`src/rtl/vpll_pkg.sv`:
```
// Shared state encoding and reconfig-controller register map for the video PLL sequencer.
package vpll_pkg;

  typedef enum logic [2:0] {
    IDLE,
    WR_MIF,
    GAP,
    WR_START,
    WAIT_LOCK,
    DONE
  } state_t;

  localparam logic [5:0] REG_MIF_BASE = 6'd31;
  localparam logic [5:0] REG_START    = 6'd2;

  // MIF base offset for a select code, truncated to the 32-bit mgmt data bus.
  function automatic logic [31:0] mif_word(input logic [31:0] sel, input int shift);
    return sel << shift;
  endfunction

endpackage

```
`src/rtl/vpll_reconfig_seq_sync_filter.sv`:
```
// 2-flop synchroniser plus stability counter: stable rises once cand has been seen
// unchanged for SETTLE_CYCLES consecutive synced cycles.
module sync_filter #(
  parameter int SEL_W         = 2,
  parameter int SETTLE_CYCLES = 1024
) (
  input  logic             CLK_50M,
  input  logic             reset,
  input  logic [SEL_W-1:0] sel_in,
  output logic [SEL_W-1:0] cand,
  output logic             stable
);

  localparam int               CNT_W   = $clog2(SETTLE_CYCLES);
  localparam logic [CNT_W-1:0] CNT_MAX = CNT_W'(SETTLE_CYCLES - 1);

  logic [SEL_W-1:0] sel_m;
  logic [SEL_W-1:0] sel_s;
  logic [CNT_W-1:0] cnt;

  always_ff @(posedge CLK_50M) begin
    if (reset) begin
      sel_m <= '0;
      sel_s <= '0;
      cand  <= '0;
      cnt   <= '0;
    end else begin
      sel_m <= sel_in;
      sel_s <= sel_m;
      if (sel_s != cand) begin
        cand <= sel_s;
        cnt  <= '0;
      end else if (cnt != CNT_MAX) begin
        cnt <= cnt + CNT_W'(1);
      end
    end
  end

  assign stable = (cnt == CNT_MAX);

endmodule

```
`src/rtl/vpll_reconfig_seq.sv`:
```
// Turns a debounced video clock select into MIF-base + START writes on the PLL reconfig
// mgmt port; writes hold while waitrequest is high, then waits for lock or timeout.
module vpll_reconfig_seq #(
  parameter int SEL_W         = 2,
  parameter int MIF_SHIFT     = 6,
  parameter int SETTLE_CYCLES = 1024,
  parameter int MIN_WAIT      = 16,
  parameter int LOCK_TIMEOUT  = 65535
) (
  input  logic             CLK_50M,
  input  logic             reset,
  input  logic [SEL_W-1:0] sel_in,
  output logic [5:0]       mgmt_address,
  output logic [31:0]      mgmt_writedata,
  output logic             mgmt_write,
  input  logic             mgmt_waitrequest,
  input  logic             pll_locked,
  output logic             busy,
  output logic [SEL_W-1:0] cur_sel,
  output logic             err,
  output logic             done
);

  import vpll_pkg::*;

  localparam int                WAIT_W    = $clog2(LOCK_TIMEOUT);
  localparam logic [WAIT_W-1:0] WAIT_MIN  = WAIT_W'(MIN_WAIT);
  localparam logic [WAIT_W-1:0] WAIT_LAST = WAIT_W'(LOCK_TIMEOUT - 1);

  state_t            state;
  logic [SEL_W-1:0]  cand;
  logic              stable;
  logic [SEL_W-1:0]  tgt;
  logic              init_pending;
  logic [WAIT_W-1:0] wait_cnt;
  logic              lock_m;
  logic              lock_s;

  sync_filter #(
    .SEL_W        (SEL_W),
    .SETTLE_CYCLES(SETTLE_CYCLES)
  ) u_sync_filter (
    .CLK_50M(CLK_50M),
    .reset  (reset),
    .sel_in (sel_in),
    .cand   (cand),
    .stable (stable)
  );

  always_ff @(posedge CLK_50M) begin
    if (reset) begin
      lock_m <= 1'b0;
      lock_s <= 1'b0;
    end else begin
      lock_m <= pll_locked;
      lock_s <= lock_m;
    end
  end

  always_ff @(posedge CLK_50M) begin
    if (reset) begin
      state          <= IDLE;
      mgmt_write     <= 1'b0;
      mgmt_address   <= '0;
      mgmt_writedata <= '0;
      busy           <= 1'b0;
      cur_sel        <= '0;
      err            <= 1'b0;
      done           <= 1'b0;
      tgt            <= '0;
      init_pending   <= 1'b1;
      wait_cnt       <= '0;
    end else begin
      case (state)
        IDLE: begin
          // init_pending forces one sequence after reset even if the select equals cur_sel.
          if (stable && (cand != cur_sel || init_pending)) begin
            tgt            <= cand;
            init_pending   <= 1'b0;
            busy           <= 1'b1;
            mgmt_write     <= 1'b1;
            mgmt_address   <= REG_MIF_BASE;
            mgmt_writedata <= mif_word(32'(cand), MIF_SHIFT);
            state          <= WR_MIF;
          end
        end
        WR_MIF: begin
          if (!mgmt_waitrequest) begin
            mgmt_write <= 1'b0;
            state      <= GAP;
          end
        end
        GAP: begin
          mgmt_write     <= 1'b1;
          mgmt_address   <= REG_START;
          mgmt_writedata <= '0;
          state          <= WR_START;
        end
        WR_START: begin
          if (!mgmt_waitrequest) begin
            mgmt_write <= 1'b0;
            wait_cnt   <= '0;
            state      <= WAIT_LOCK;
          end
        end
        WAIT_LOCK: begin
          wait_cnt <= wait_cnt + WAIT_W'(1);
          // Lock wins over timeout when both land on the same cycle.
          if (wait_cnt >= WAIT_MIN && lock_s && !mgmt_waitrequest) begin
            err     <= 1'b0;
            cur_sel <= tgt;
            done    <= 1'b1;
            state   <= DONE;
          end else if (wait_cnt == WAIT_LAST) begin
            err     <= 1'b1;
            cur_sel <= tgt;
            done    <= 1'b1;
            state   <= DONE;
          end
        end
        DONE: begin
          done  <= 1'b0;
          busy  <= 1'b0;
          state <= IDLE;
        end
        default: begin
          mgmt_write <= 1'b0;
          done       <= 1'b0;
          busy       <= 1'b0;
          state      <= IDLE;
        end
      endcase
    end
  end

endmodule

```
`config.mk`:
```
export PLATFORM = sky130hd
export DESIGN_NAME = vpll_reconfig_seq
export DESIGN_NICKNAME = d
export VERILOG_FILES = /design/src/rtl/vpll_pkg.sv /design/src/rtl/vpll_reconfig_seq_sync_filter.sv /design/src/rtl/vpll_reconfig_seq.sv
export SDC_FILE = /design/constraint.sdc
export NUM_CORES = 1
export LEC_CHECK = 0
export BUFFER_PORTS_ARGS = -buffer_cell sky130_fd_sc_hd__buf_2
export CORE_MARGIN = 2
export CORE_UTILIZATION = 55
export CTS_CLUSTER_DIAMETER = 100
export DETAILED_ROUTE_END_ITERATION = 6
export PLACE_DENSITY = 0.76
export SYNTH_ARGS = -nofsm -noshare
export SYNTH_HDL_FRONTEND = slang
export SYNTH_SLANG_ARGS = --single-unit
```
`constraint.sdc`:
```
create_clock -name CLK_50M -period 1.8 [get_ports CLK_50M]
set_input_delay 0.09 -clock CLK_50M [delete_from_list [all_inputs] [get_ports CLK_50M]]
set_output_delay 0.09 -clock CLK_50M [all_outputs]
set_load 0.01 [all_outputs]
```
## Yosys cells after proc, flatten, opt, wreduce, memory -nomap -nowiden

Index checks and enable logic that the tools add are counted.

| operators by class | value |
|---|---|
| bitwise gates (word level) | 3 |
| reduce and logical (&&, ||, !) cells | 22 |
| add/subtract/negate cells | 2 |
| equal/unequal tests | 15 |
| multiplexer cells | 22 |
| magnitude comparators | 1 |

Operators by type and width:

| cell | count |
|---|---|
| 32-bit one-hot mux with 2 select lines | 1 |
| 32-bit 2-to-1 mux | 1 |
| 16-bit one-hot mux with 2 select lines | 1 |
| 16-bit by 1-bit adder with 16-bit output (second input constant) | 1 |
| 16-bit == test (second input constant) | 1 |
| 16-bit by 5-bit greater-or-equal comparator with 1-bit output (second input constant) | 1 |
| 16-bit 2-to-1 mux | 1 |
| 3-bit 2-to-1 mux | 5 |
| 3-bit one-hot mux with 5 select lines | 1 |
| 6-bit one-hot mux with 2 select lines | 1 |
| 2-bit AND reduction | 6 |
| 10-bit by 1-bit adder with 10-bit output (second input constant) | 1 |
| 10-bit == test (second input constant) | 1 |
| 10-bit inequality test (second input constant) | 1 |
| 2-bit inequality test (second input constant) | 4 |
| 4-bit OR reduction | 2 |
| 3-bit by 2-bit == test with 1-bit output (second input constant) | 2 |
| 3-bit == test (second input constant) | 2 |
| 6-bit 2-to-1 mux | 1 |
| 2-bit nonzero test | 3 |
| 2-bit OR reduction | 3 |
| 1-bit 2-to-1 mux | 5 |
| 2-bit 2-to-1 mux | 2 |
| 2-bit inequality test | 2 |
| other kinds (11) | 16 |

| storage, ports and cells | value |
|---|---|
| register bits after elaboration | 84 |
| input port bits | 6 |
| logic and storage cells | 82 |
| output and inout bits | 44 |

## Logic depth before layout (Yosys ltp)

Gate-level depths: netlist (run 1).

| logic depth | value |
|---|---|
| depth in word-level cells | 5 |
| depth in mapped cells | 6 |
| gate-level depth less buffers | 6 |

## Modules after synthesis

Synthesis (run 1) repeated with hierarchy kept, for this count alone.

| second synthesis, totals | value |
|---|---|
| cells, all modules | 307 |
| area total of the unflattened synthesis | 2737.6 um^2 |

By module, submodules not included:

| module | instances | area each (um^2) | cells an instance | seq. area each (um^2) |
|---|---|---|---|---|
| vpll_reconfig_seq | 1 | 1930.6 | 231 | 680.7 |
| sync_filter | 1 | 807.0 | 76 | 320.3 |

## Worst setup path before layout (run 1)

No wires, ideal clock.

| timing path | value |
|---|---|
| path kind | register -> register |
| start point | register wait_cnt[1] |
| end point | register wait_cnt[12] |
| clock period less this slack | 1.652 ns |
| data arrival time | 1.581 ns |
| stages on the path, launching flop included | 7 |
| setup slack | 0.148 ns |
| required time | 1.730 ns |
| cells stage by stage | dfxtp_1 -> ha_1 -> nor4bb_1 -> clkbuf_1 -> nand3_1 -> or3_1 -> a21oi_1 |

| between the ends | value |
|---|---|
| longest elaborated chain between the ends | 2 |

Ends and longest elaborated chain:

| element | line | source |
|---|---|---|
| from (decl) | vpll_reconfig_seq.sv:35 | `logic [WAIT_W-1:0] wait_cnt;` |
| from (signal assigned) | vpll_reconfig_seq.sv:107 | `wait_cnt <= wait_cnt + WAIT_W'(1);` |
| 16-bit by 1-bit adder with 16-bit output | vpll_reconfig_seq.sv:107 |  |
| 16-bit one-hot mux with 2 select lines | vpll_reconfig_seq.sv:74 | `case (state)` |

No other way between the ends.
A chain may end at the register's enable or synchronous reset.

## Worst setup path after layout (run 1)

| timing path | value |
|---|---|
| start point | register state[2] |
| end point | register wait_cnt[15] |

| between the ends | value |
|---|---|
| longest elaborated chain between the ends | 3 |
| elaborated cells on any way between the ends | 6 |

Ends and longest elaborated chain:

| element | line | source |
|---|---|---|
| from (decl) | vpll_reconfig_seq.sv:30 | `state_t state;` |
| from (signal assigned) | vpll_reconfig_seq.sv:62 | `state <= IDLE;` |
| from (signal assigned) | vpll_reconfig_seq.sv:84 | `state <= WR_MIF;` |
| from (signal assigned) | vpll_reconfig_seq.sv:90 | `state <= GAP;` |
| 3-bit by 2-bit == test with 1-bit output / 3-bit == test (equally long branches) | vpll_reconfig_seq.sv:74 |  |
| 2-bit inequality test (no line) / 2-bit nonzero test (equally long branches) | -- |  |
| 2-bit AND reduction (no line) | -- |  |

Several ways; a longest one is shown, not always the timed one.

==> key figures, run 1 <==
Run status
  • Status: finished clean

Clock tree
  • CTS max path bufs: 2
  • Htree depth: 2
  • Worst skew pair latency: 0.32 ns
  • Post-CTS Setup Inserts: 0
  • Clock Sinks: 50
  • CTS resizes: 0
  • CTS tree: yes
  • Clk slew on worst S/H paths: 0.09 ns
  • CTS Buf Count: 5
  • CTS root buffer: clkbuf_8

Detailed routing
  • 1st-pass router iterations: 4
  • WL per Instance: 13.9 microns
  • Antenna-violating nets left: 0
  • Initial DRC count: 136
  • Residual DRC: 0
  • Routed via count: 2,134
  • Vias/cell: 5.62
  • Post-Route WL: 5280 microns

Power
  • Overall power: 1920 uW
  • Logic pwr share: 4.5%
  • Seq pwr share: 58.5%
  • Clk pwr share: 37.0%
  • Total power divided by cell area: 681 nW/um^2
  • Switching share of power: 24.2%
  • Leak Pwr: 0.00114 uW
  • NetSw: 465 uW
  • Pint: 1460 uW
  • Peak supply drop: 0.000715 V

Synthesis
  • Mapped Cells: 298
  • Post-synthesis xor/xnor area fraction: 3.69%
  • Synth unique cells: 56
  • Fraction of registers with async set/reset: 0%
  • Synth Area in Adders: 1.92%
  • Largest family of logic cells by synthesized area: simple AND/OR/NAND/NOR gates
  • Most numerous cell in the Yosys netlist: dfxtp_1
  • Synthesized cell area: 2610 sq um
  • Synth area leaders: dfxtp_1, buf_4, a21oi_1, nor2_1, nor2b_1
  • Main synth FF type: dfxtp_1
  • Post-synthesis sequential area ratio: 38.3%
  • Post-synth EDFFs: 0
  • Compound-Gate Fraction of Synth Area: 15.3%
  • Syn. warnings: 0
  • Avg Cell Area, Syn: 8.77 sq um
  • Synthesis-stage register bit count: 50
  • Synth top cells by count: dfxtp_1, buf_4, a21oi_1
  • Mux cell area share after synthesis: 2.39%
  • Share of the synthesized area in the top cell type: 38.3%
  • Yosys top cell by area: dfxtp_1
  • Post-Synth Simple-Gate Area: 25.4%

Cells and area
  • Largest register FFs: 16
  • Diode count: 0
  • Largest regs: wait_cnt x16, u_sync_filter.cnt x10, state x3
  • Area grow syn2layout: 8.14%
  • Largest register by flop count: wait_cnt
  • Layout Nets: 335
  • Share of cells above drive strength 1: 18.1%

STA
  • Fin. max-slew vios: 0
  • Setup violations, final: 0
  • Tcrit/Tclk final: 96.0%
  • Unrepaired setup endpoints after global routing: no
  • Setup TNS: 0 ns
  • Final Hold Fails: 0
  • Tmin final: 1.73 ns
  • Fmax: 579 MHz
  • Worst Skew: 0.0141 ns

Critical path
  • Worst path arrival time: 1.93 ns
  • CP Class: flop to flop
  • Endpoint class of the critical path: flop
  • Crit path launch: state[2]$_SDFFE_PP0P_
  • Critical Path RT: 2.01 ns
  • Worst R2R Start: state[2]$_SDFFE_PP0P_
  • Max FO, Critical Path: 6
  • R2R depth: 4
  • CP Launch Type: flop

GRT
  • Largest net degree at the start of global routing: 18
  • Overall routing resource usage: 21.5%
  • Total grt overflow: 0
  • Initial antenna violation count: 0
  • Global-route wire length before repair: 8940 microns
  • Vias in the first global route: 1,891

Die
  • Die width: 72.9 microns
  • Starting Density: 56.1%
  • Floorplan core area: 4660 sq um
  • Die Area: 5320 sq um
  • Io pins: 50
  • Die height: 72.9 microns
  • # rows: 25

Placed design
  • DP Wirelength: 3880 microns
  • Port bufs: 18
  • Final GP Congestion: 0.900

Hold path
  • Hold_sp: pll_locked
  • HP Class: input port to flop
  • Worst Hold Depth: 2

Run
  • Max Cap Viol: 0
==> critical path, cell delays in order (launching register included) <==
cell     delay (ns)
dfxtp_1        0.41
or3b_4         0.42
nor4_4         0.31
nand4_1        0.15
mux2_1         0.33
==> through the flow <==
| stage | worst slack (ns) | instances | instance area [sq um] | util [%] | hold slack, ns |
|---|---|---|---|---|---|
| global placement | 0.185 | 370 | 2710 | 58.1 | 0.301 |
| floorplan | 0.148 | 328 | 2730 | - | 0.218 |
| global route | 0.000747 | 380 | 2830 | 60.6 | 0.0354 |
| detailed placement | 0.0976 | 370 | 2710 | 58.1 | 0.306 |
| finish | 0.0728 | 380 | 2830 | 60.6 | 0.0174 |
| CTS | 0.0773 | 380 | 2830 | 60.6 | 0.0307 |
==> cell families (layout without fill, tap and decap cells) <==
| group | after synthesis | count (layout) |
|---|---|---|
| AND/OR/NAND/NOR | 111 | 111 |
| AO/OA/AOI/OAI | 62 | 62 |
| buffers and inverters | 53 | 51 |
| flip-flops | 50 | 50 |
| XOR/XNOR | 11 | 11 |
| multiplexers | 6 | 6 |
| adder cells (fa/ha/maj) | 4 | 4 |
| other | 1 | 31 |
==> placed cells by master, fill, tap and decap left out, types with 2 or more instances in the layout <==
master          n
a31oi_1         2
nand3b_1        4
nor4_1          4
o21ai_0        10
and2_1          2
nand4_1         4
nand4_2         2
nand3_1        11
inv_1           4
or3_1           6
clkbuf_8        6
ha_1            4
nor2b_1        10
dlygate4sd3_1   2
nor2_1         19
dfxtp_1        50
xnor2_1         4
buf_2          18
and4_1          2
nand2b_1        7
conb_1         31
nor3_1         10
a21oi_1        27
a311oi_1        3
o31ai_1         2
a41oi_1         4
buf_4          19
o211ai_1        3
xor2_1          7
mux2i_1         4
and3_1          3
nand2_1        15
==> power groups by stage <==
stage          sequential (uW)  combinational, uW  clock (uW)
6_report                  1130               86.5         712
4_1_cts                   1130               85.7         726
2_1_floorplan             1150                117           0
3_3_place_gp              1150               80.6           0
5_1_grt                   1130               98.1         761
3_5_place_dp              1150               82.6           0
==> routing by layer <==
metal,vias up,track usage [%],share of wire [%]
met5,-,0,0
met1,1003,29.1,47
met4,0,8.44,1.9
li1,1050,-,-
met3,8,5.39,5.2
met2,73,32.9,46
==> layout make-up <==
type	count	area, sq um
Clock buffer	6	82.6
Clock inverter	2	16.3
Fill cell	410	1840
Inverter	4	15.0
Multi-Input combinational cell	225	1390
Sequential cell	50	1000
Tap cell	54	67.6
Timing Repair Buffer	39	253
==> path summary, 6_finish.rpt <==
check	endpoint	slack [ns]
min reg2reg	u_sync_filter.sel_s[1]$_SDFF_PP0_	0.45
max	wait_cnt[15]$_SDFFE_PP0P_	0.07
max reg2reg	wait_cnt[15]$_SDFFE_PP0P_	0.07
min	lock_m$_SDFF_PP0_	0.02
==> repair_timing <==
item | 4_1_cts | 5_1_grt
hold buffers | 2 | 0
endpoints found under the hold margin | 2 | 0
endpoints found under the setup margin | 0 | 0
Note: power is estimated with default switching activity, not from simulation.
==> run 2, diff against run 1 <==
--- a/config.mk
+++ b/config.mk
@@ -7,10 +7,12 @@
 export LEC_CHECK = 0
 export BUFFER_PORTS_ARGS = -buffer_cell sky130_fd_sc_hd__buf_2
 export CORE_MARGIN = 2
-export CORE_UTILIZATION = 55
+export CORE_UTILIZATION = 40
 export CTS_CLUSTER_DIAMETER = 100
 export DETAILED_ROUTE_END_ITERATION = 6
-export PLACE_DENSITY = 0.76
+export GPL_TIMING_DRIVEN = 0
+export PLACE_DENSITY = 0.58
+export SLEW_MARGIN = 20
 export SYNTH_ARGS = -nofsm -noshare
 export SYNTH_HDL_FRONTEND = slang
 export SYNTH_SLANG_ARGS = --single-unit
==> run 2 against run 1 <==
Against the previous run:
- first-iteration DRC count down 32%
- global-route usage down 6.2 points
- wire length up 3.3%
- cell count up 14%
- worst setup slack better by 0.00077 ns
- design area up 12%
- non-clock buffer count up 30
- largest power group unchanged
==> key figures, run 2 (synthesis gave the netlist of run 1 again) <==
Clock tree
  • CTS tree: yes (unchanged)
  • CTS root buffer: clkbuf_8 (unchanged)
  • Worst skew pair latency: 0.31 ns (was 0.32 ns)
  • Clk slew on worst S/H paths: 0.09 ns (about the same)
  • Clock Sinks: 50 (unchanged)
  • CTS Buf Count: 5 (unchanged)
  • Htree depth: 2 (unchanged)
  • CTS max path bufs: 2 (unchanged)

STA
  • Final Hold Fails: 0 (unchanged)
  • WHS: 0.169 ns (was 0.0174 ns)
  • Tmin final: 1.73 ns (about the same)
  • Fmax: 579 MHz (about the same)
  • Worst slew pin tran: 0.547 ns
  • Slew HR: 63.6%
  • Worst Skew: 0.00735 ns (was 0.0141 ns)
  • Setup violations, final: 0 (unchanged)
  • Tcrit/Tclk final: 95.9% (was 96.0%)
  • Fin. max-slew vios: 0 (unchanged)

Critical path
  • Critical path, cell by cell: ha_2 -> nor4bb_4 -> buf_4 -> nand3_1 -> or3_1 -> a21oi_1 (was or3b_4 -> nor4_4 -> nand4_1 -> mux2_1)
  • Worst path arrival time: 1.96 ns (was 1.93 ns)
  • Max FO, Critical Path: 7 (was 6)
  • CP Launch Type: flop (unchanged)
  • Critical Path Slowest Stage Cell: dfxtp_4 (was or3b_4)
  • Crit-path max cell delay: 0.38 ns (was 0.42 ns)
  • Critical Path RT: 2.04 ns (was 2.01 ns)
  • Endpoint class of the critical path: flop (unchanged)
  • CP Class: flop to flop (unchanged)

Cells and area
  • Design area: 3160 sq um (was 2830 sq um)
  • Commonest non-fill, non-tap cells in the layout: dfxtp_1, buf_4, conb_1, a21oi_1, buf_2 (was dfxtp_1, conb_1, a21oi_1, nor2_1, buf_4)
  • Most common cell after layout, fill and taps aside: dfxtp_1 (unchanged)
  • Largest register FFs: 16 (unchanged)
  • Layout Nets: 365 (was 335)
  • Filler instances: 609 (was 410)
  • Largest regs: wait_cnt x16, u_sync_filter.cnt x10, state x3 (unchanged)
  • Area grow syn2layout: 20.8% (was 8.14%)
  • Diode count: 0 (unchanged)
  • Share of cells above drive strength 1: 25.6% (was 18.1%)
  • Largest register by flop count: wait_cnt (unchanged)

Detailed routing
  • Routed via count: 2,165 (was 2,134)
  • Residual DRC: 0 (unchanged)
  • Initial DRC count: 92 (was 136)
  • Antenna-violating nets left: 0 (unchanged)
  • Vias/cell: 5.00 (was 5.62)
  • WL per Instance: 12.6 microns (was 13.9 microns)
  • Post-Route WL: 5450 microns (was 5280 microns)
  • 1st-pass router iterations: 4 (unchanged)

Run status
  • Status: finished clean (unchanged)

Placed design
  • Dpl cell area: 2910 sq um (was 2710 sq um)
  • Final GP Congestion: 0.806 (was 0.900)
  • Port bufs: 17 (was 18)
  • DP Wirelength: 3940 microns (was 3880 microns)

Run
  • Max Cap Viol: 0 (unchanged)

Die
  • Floorplan core area: 6350 sq um (was 4660 sq um)
  • Die Area: 7190 sq um (was 5320 sq um)
  • Io pins: 50 (unchanged)
  • Die height: 84.8 microns (was 72.9 microns)
  • # rows: 29 (was 25)
  • Starting Density: 41.1% (was 56.1%)
  • Die width: 84.8 microns (was 72.9 microns)

GRT
  • Total grt overflow: 0 (unchanged)
  • Initial antenna violation count: 0 (unchanged)
  • Vias in the first global route: 1,875 (was 1,891)
  • Global-route wire length before repair: 8930 microns (was 8940 microns)
  • Overall routing resource usage: 15.3% (was 21.5%)
  • Largest net degree at the start of global routing: 16 (was 18)

Power
  • Peak supply drop: 0.000371 V (was 0.000715 V)
  • Leak Pwr: 0.00134 uW (was 0.00114 uW)
  • Total power divided by cell area: 707 nW/um^2 (was 681 nW/um^2)
  • Overall power: 2230 uW (was 1920 uW)

Hold path
  • HP Class: input port to flop (unchanged)
run 2: area by class of cell:
type / instances / area [sq um] / share of cell area [%]
clock buffers: 6 / 82.6 / 2.62
clock inverters: 2 / 60.1 / 1.90
plain buffers: 48 / 320 / 10.2
inverters: 4 / 15.0 / 0.476
multi-input cells: 225 / 1450 / 46.0
well taps: 77 / 96.3 / 3.05
flip-flops and latches: 50 / 1010 / 32.0
repair buffers: 21 / 123 / 3.89
run 2: metal layers:
layer  up-vias  wire, microns  share of wire, %  GRT usage (%)
met5         -              0                 0              0
met4         0             99               1.8           5.92
met3         7            317               5.8           2.92
met2        69           2370                43           23.0
met1       972           2660                49           21.9
li1       1117              -                 -              -
run 2: report_power, final:
group          internal, uW  total (uW)  leakage, uW  switching (uW)
registers              1110        1120     0.000406            8.21
logic                  68.7         141     0.000866            72.8
clock network           593         967    0.0000714             374
run 2: through the flow:
step	TNS, ns	util (%)	cells	setup slack, ns
after global placement	-0.379	45.8	422	-0.163
final	0	49.7	433	0.0736
after global routing	-0.0483	49.7	433	-0.0260
after detailed placement	-0.466	45.8	422	-0.188
after floorplan	0	-	328	0.148
after CTS	0	48.8	433	0.000965
run 2: worst max-delay path, delay by kind of cell (launching register included):
family	cells	cell delay, ns
AO/OA/AOI/OAI	1	0.14
adder cells (fa/ha/maj)	1	0.20
buffers and inverters	1	0.18
flip-flops	1	0.38
AND/OR/NAND/NOR	3	0.75
run 2: final timing paths:
check	startpoint	end	slack [ns]	cells after the start
worst min register to register	lock_m$_SDFF_PP0_	lock_s$_SDFF_PP0_	0.44	1
worst min-delay path	mgmt_waitrequest	state[1]$_SDFFE_PP0P_	0.17	4
worst max register to register	wait_cnt[0]$_SDFFE_PP0P_	wait_cnt[12]$_SDFFE_PP0P_	0.07	6
worst max-delay path	wait_cnt[0]$_SDFFE_PP0P_	wait_cnt[12]$_SDFFE_PP0P_	0.07	6
run 2: repair_timing:
action,4_1_cts,5_1_grt
hold endpoints to repair,3,0
buffers inserted,0,1
hold buffers,3,0
endpoints found under the setup margin,15,16
resized for setup,7,14
==> run 3, diff against run 2 <==
--- a/config.mk
+++ b/config.mk
@@ -5,6 +5,7 @@
 export SDC_FILE = /design/constraint.sdc
 export NUM_CORES = 1
 export LEC_CHECK = 0
+export ABC_AREA = 1
 export BUFFER_PORTS_ARGS = -buffer_cell sky130_fd_sc_hd__buf_2
 export CORE_MARGIN = 2
 export CORE_UTILIZATION = 40
@@ -12,6 +13,7 @@
 export DETAILED_ROUTE_END_ITERATION = 6
 export GPL_TIMING_DRIVEN = 0
 export PLACE_DENSITY = 0.58
+export SETUP_SLACK_MARGIN = 0.3
 export SLEW_MARGIN = 20
 export SYNTH_ARGS = -nofsm -noshare
 export SYNTH_HDL_FRONTEND = slang
==> run 3 against run 2 <==
Against the previous run:
- sequential share of layout area down 1.5 points
- clock power up 0.9%
- total power up 25%
- largest cell class unchanged
- highest routed layer unchanged
==> key figures, run 3 <==
Run status
  • Status: finished clean (unchanged)

Synthesis
  • Avg Cell Area, Syn: 7.31 sq um (was 8.77 sq um)
  • Mapped Cells: 373 (was 298)
  • Yosys top cell by area: dfxtp_1 (unchanged)
  • Syn. warnings: 0 (unchanged)
  • Post-synth EDFFs: 0 (unchanged)
  • Post-synthesis sequential area ratio: 36.7% (was 38.3%)
  • Synthesis-stage register bit count: 50 (unchanged)
  • Most numerous cell in the Yosys netlist: nand2_1 (was dfxtp_1)
  • Main synth FF type: dfxtp_1 (unchanged)
  • Synth unique cells: 37 (was 56)
  • Fraction of registers with async set/reset: 0% (unchanged)
  • Share of the synthesized area in the top cell type: 36.7% (was 38.3%)
  • Synth top cells by count: nand2_1, dfxtp_1, inv_1 (was dfxtp_1, buf_4, a21oi_1)
  • Synthesized cell area: 2730 sq um (was 2610 sq um)
  • Synth area leaders: dfxtp_1, nand2_1, buf_4, inv_1, nor2_1 (was dfxtp_1, buf_4, a21oi_1, nor2_1, nor2b_1)

Cells and area
  • Layout Nets: 444 (was 365)
  • Filler instances: 684 (was 609)
  • Share of cells above drive strength 1: 26.9% (was 25.6%)
  • Largest register by flop count: wait_cnt (unchanged)
  • Commonest non-fill, non-tap cells in the layout: nand2_1, inv_1, dfxtp_1, buf_4, nor2_1 (was dfxtp_1, buf_4, conb_1, a21oi_1, buf_2)
  • Largest register FFs: 16 (unchanged)
  • Area grow syn2layout: 21.9% (was 20.8%)
  • Most common cell after layout, fill and taps aside: nand2_1 (was dfxtp_1)
  • Area of the multi-input gates: 1420 sq um (was 1450 sq um)
  • Reg area: 1010 sq um (about the same)
  • Diode count: 0 (unchanged)
  • Largest regs: wait_cnt x16, u_sync_filter.cnt x10, state x3 (unchanged)

Clock tree
  • Clk slew on worst S/H paths: 0.09 ns (about the same)
  • Worst skew pair latency: 0.30 ns (was 0.31 ns)
  • CTS max path bufs: 2 (unchanged)
  • Htree depth: 2 (unchanged)
  • Clock Sinks: 50 (unchanged)
  • CTS tree: yes (unchanged)
  • CTS Buf Count: 5 (unchanged)
  • CTS root buffer: clkbuf_8 (unchanged)

Detailed routing
  • Antenna-violating nets left: 0 (unchanged)
  • Post-Route WL: 5600 microns (was 5450 microns)
  • Routed via count: 2,325 (was 2,165)
  • Vias/cell: 4.51 (was 5.00)
  • Residual DRC: 0 (unchanged)
  • Initial DRC count: 114 (was 92)
  • WL per Instance: 10.9 microns (was 12.6 microns)
  • 1st-pass router iterations: 4 (unchanged)

Die
  • Floorplan core area: 6680 sq um (was 6350 sq um)
  • # rows: 30 (was 29)
  • Die width: 86.5 microns (was 84.8 microns)
  • Starting Density: 40.8% (was 41.1%)
  • Die Area: 7490 sq um (was 7190 sq um)
  • Die height: 86.5 microns (was 84.8 microns)
  • Io pins: 50 (unchanged)

Critical path
  • Critical Path RT: 1.98 ns (was 2.04 ns)
  • Crit Reg-Reg Endpoint: mgmt_writedata[6]$_SDFFE_PP0P_ (was wait_cnt[12]$_SDFFE_PP0P_)
  • Reg-to-reg slack, setup: 0.34 ns (was 0.07 ns)
  • Critical Path Slowest Stage Cell: dfxtp_2 (was dfxtp_4)
  • Critical path, cell by cell: ha_4 -> inv_4 -> nor2_4 -> nand2_4 -> nor2_8 -> nand2_4 -> nand2_8 -> nand2_8 -> nand2_2 -> a21oi_2 (was ha_2 -> nor4bb_4 -> buf_4 -> nand3_1 -> or3_1 -> a21oi_1)
  • Worst path top cell family by delay: simple AND/OR/NAND/NOR gates (unchanged)
  • Worst path arrival time: 1.64 ns (was 1.96 ns)
  • R2R depth: 10 (was 6)
  • Endpoint class of the critical path: flop (unchanged)
  • Max FO, Critical Path: 6 (was 7)
  • CP Class: flop to flop (unchanged)
  • CP Launch Type: flop (unchanged)
  • Crit path buffers/inverters: 1 (unchanged)
  • Stages on worst setup path: 10 (was 6)
  • Critical Path End: mgmt_writedata[6]$_SDFFE_PP0P_ (was wait_cnt[12]$_SDFFE_PP0P_)
  • Worst R2R Start: u_sync_filter.cnt[1]$_SDFFE_PP0P_ (was wait_cnt[0]$_SDFFE_PP0P_)
  • Crit-path max cell delay: 0.37 ns (was 0.38 ns)
  • Crit path launch: u_sync_filter.cnt[1]$_SDFFE_PP0P_ (was wait_cnt[0]$_SDFFE_PP0P_)

STA
  • Tcrit/Tclk final: 80.9% (was 95.9%)
  • Fmax: 687 MHz (was 579 MHz)
  • Setup violations, final: 0 (unchanged)
  • Final Hold Fails: 0 (unchanged)
  • Slew HR: 64.0% (was 63.6%)
  • Worst Skew: 0.00851 ns (was 0.00735 ns)
  • Setup TNS: 0 ns (unchanged)
  • Fin. max-slew vios: 0 (unchanged)
  • Unrepaired setup endpoints after global routing: yes
  • Tmin final: 1.46 ns (was 1.73 ns)
  • Worst slew pin tran: 0.540 ns (was 0.547 ns)

Hold path
  • HP Class: input port to flop (unchanged)

GRT
  • Total grt overflow: 0 (unchanged)
  • Largest net degree at the start of global routing: 16 (unchanged)
  • Initial antenna violation count: 0 (unchanged)
  • Global-route wire length before repair: 9290 microns (was 8930 microns)
  • Vias in the first global route: 2,041 (was 1,875)
  • Overall routing resource usage: 15.5% (was 15.3%)

Power
  • Total power divided by cell area: 838 nW/um^2 (was 707 nW/um^2)
  • Leak Pwr: 0.00150 uW (was 0.00134 uW)
  • Overall power: 2780 uW (was 2230 uW)
  • Peak supply drop: 0.000390 V (was 0.000371 V)

Placed design
  • Final GP Congestion: 0.899 (was 0.806)
  • Port bufs: 18 (was 17)
  • DP Wirelength: 4150 microns (was 3940 microns)

Run
  • Max Cap Viol: 0 (unchanged)
run 3: changes by cell type in the layout (fill, tap and decap cells not counted), sizes merged, moves of 8 or more:
cell and change:
nor2 +22, nand2 +66, o21ai +8, inv +46
nand3 +10, nor2b -10
run 3: logic make-up after synthesis:
logic type	after synthesis	share of synthesized area, %
and+or+nand+nor	163	29.2
buffers and inverters	94	18.5
AOI/OAI and AO/OA	55	11.8
DFF	50	36.7
xor gates and xnor gates	6	1.93
adders and majority gates	4	1.84
other	1	0.138
run 3: what timing repair did:
item / CTS / global route
setup endpoints to repair: 10 / 20
resized for setup: 6 / 23
endpoints found under the hold margin: 3 / 0
pin swaps: 2 / 9
buffers inserted: 1 / 2
hold buffers: 3 / 0
run 3: worst min path at each step:
stage	depth (start not counted)	slack, ns	from	endpoint
after floorplan	2	0.20	pll_locked	lock_m$_SDFF_PP0_
after global placement	3	0.30	sel_in[1]	u_sync_filter.sel_m[1]$_SDFF_PP0_
after detailed placement	3	0.31	sel_in[1]	u_sync_filter.sel_m[1]$_SDFF_PP0_
after CTS	4	0.08	reset	u_sync_filter.cnt[7]$_SDFFE_PP0P_
after global routing	4	0.11	reset	u_sync_filter.cnt[7]$_SDFFE_PP0P_
final	4	0.09	reset	u_sync_filter.cnt[7]$_SDFFE_PP0P_
run 3: report_power, final:
part | switching (uW) | internal (uW) | total (uW)
combinational | 364 | 231 | 595
clock | 383 | 593 | 976
sequential | 49.0 | 1160 | 1210
total | 797 | 1990 | 2780
run 3: worst min-delay path: cells and delay by family:
family,cells,cell delay (ns)
simple gates,2,0.12
buf+inv,2,0.14
run 3: layout make-up:
cell class | instances | area share, %
clock inverter | 2 | 1.81
multi-input combinational | 259 | 42.8
buffer | 42 | 9.15
sequential | 50 | 30.5
inverter | 52 | 5.99
timing repair buffer | 24 | 4.29
clock buffer | 6 | 2.49
tap | 80 | 3.01
run 3: layer usage:
layer	up-vias	share of wire [%]	GRT usage, %
met5	-	0	0
met4	0	1.1	4.97
met3	7	4.5	2.86
met2	58	47	25.7
met1	1025	47	20.3
li1	1235	-	-
run 3: per-stage QoR:
step	worst slack [ns]	hold slack (ns)	utilization (%)	std cells	area, sq um
5_1_grt	0.264	0.112	49.7	515	3320
3_3_place_gp	0.217	0.302	45.3	501	3030
4_1_cts	0.308	0.0835	48.3	513	3230
3_5_place_dp	0.193	0.307	45.3	501	3030
2_1_floorplan	0.386	0.197	-	403	2840
6_report	0.344	0.0856	49.7	515	3320
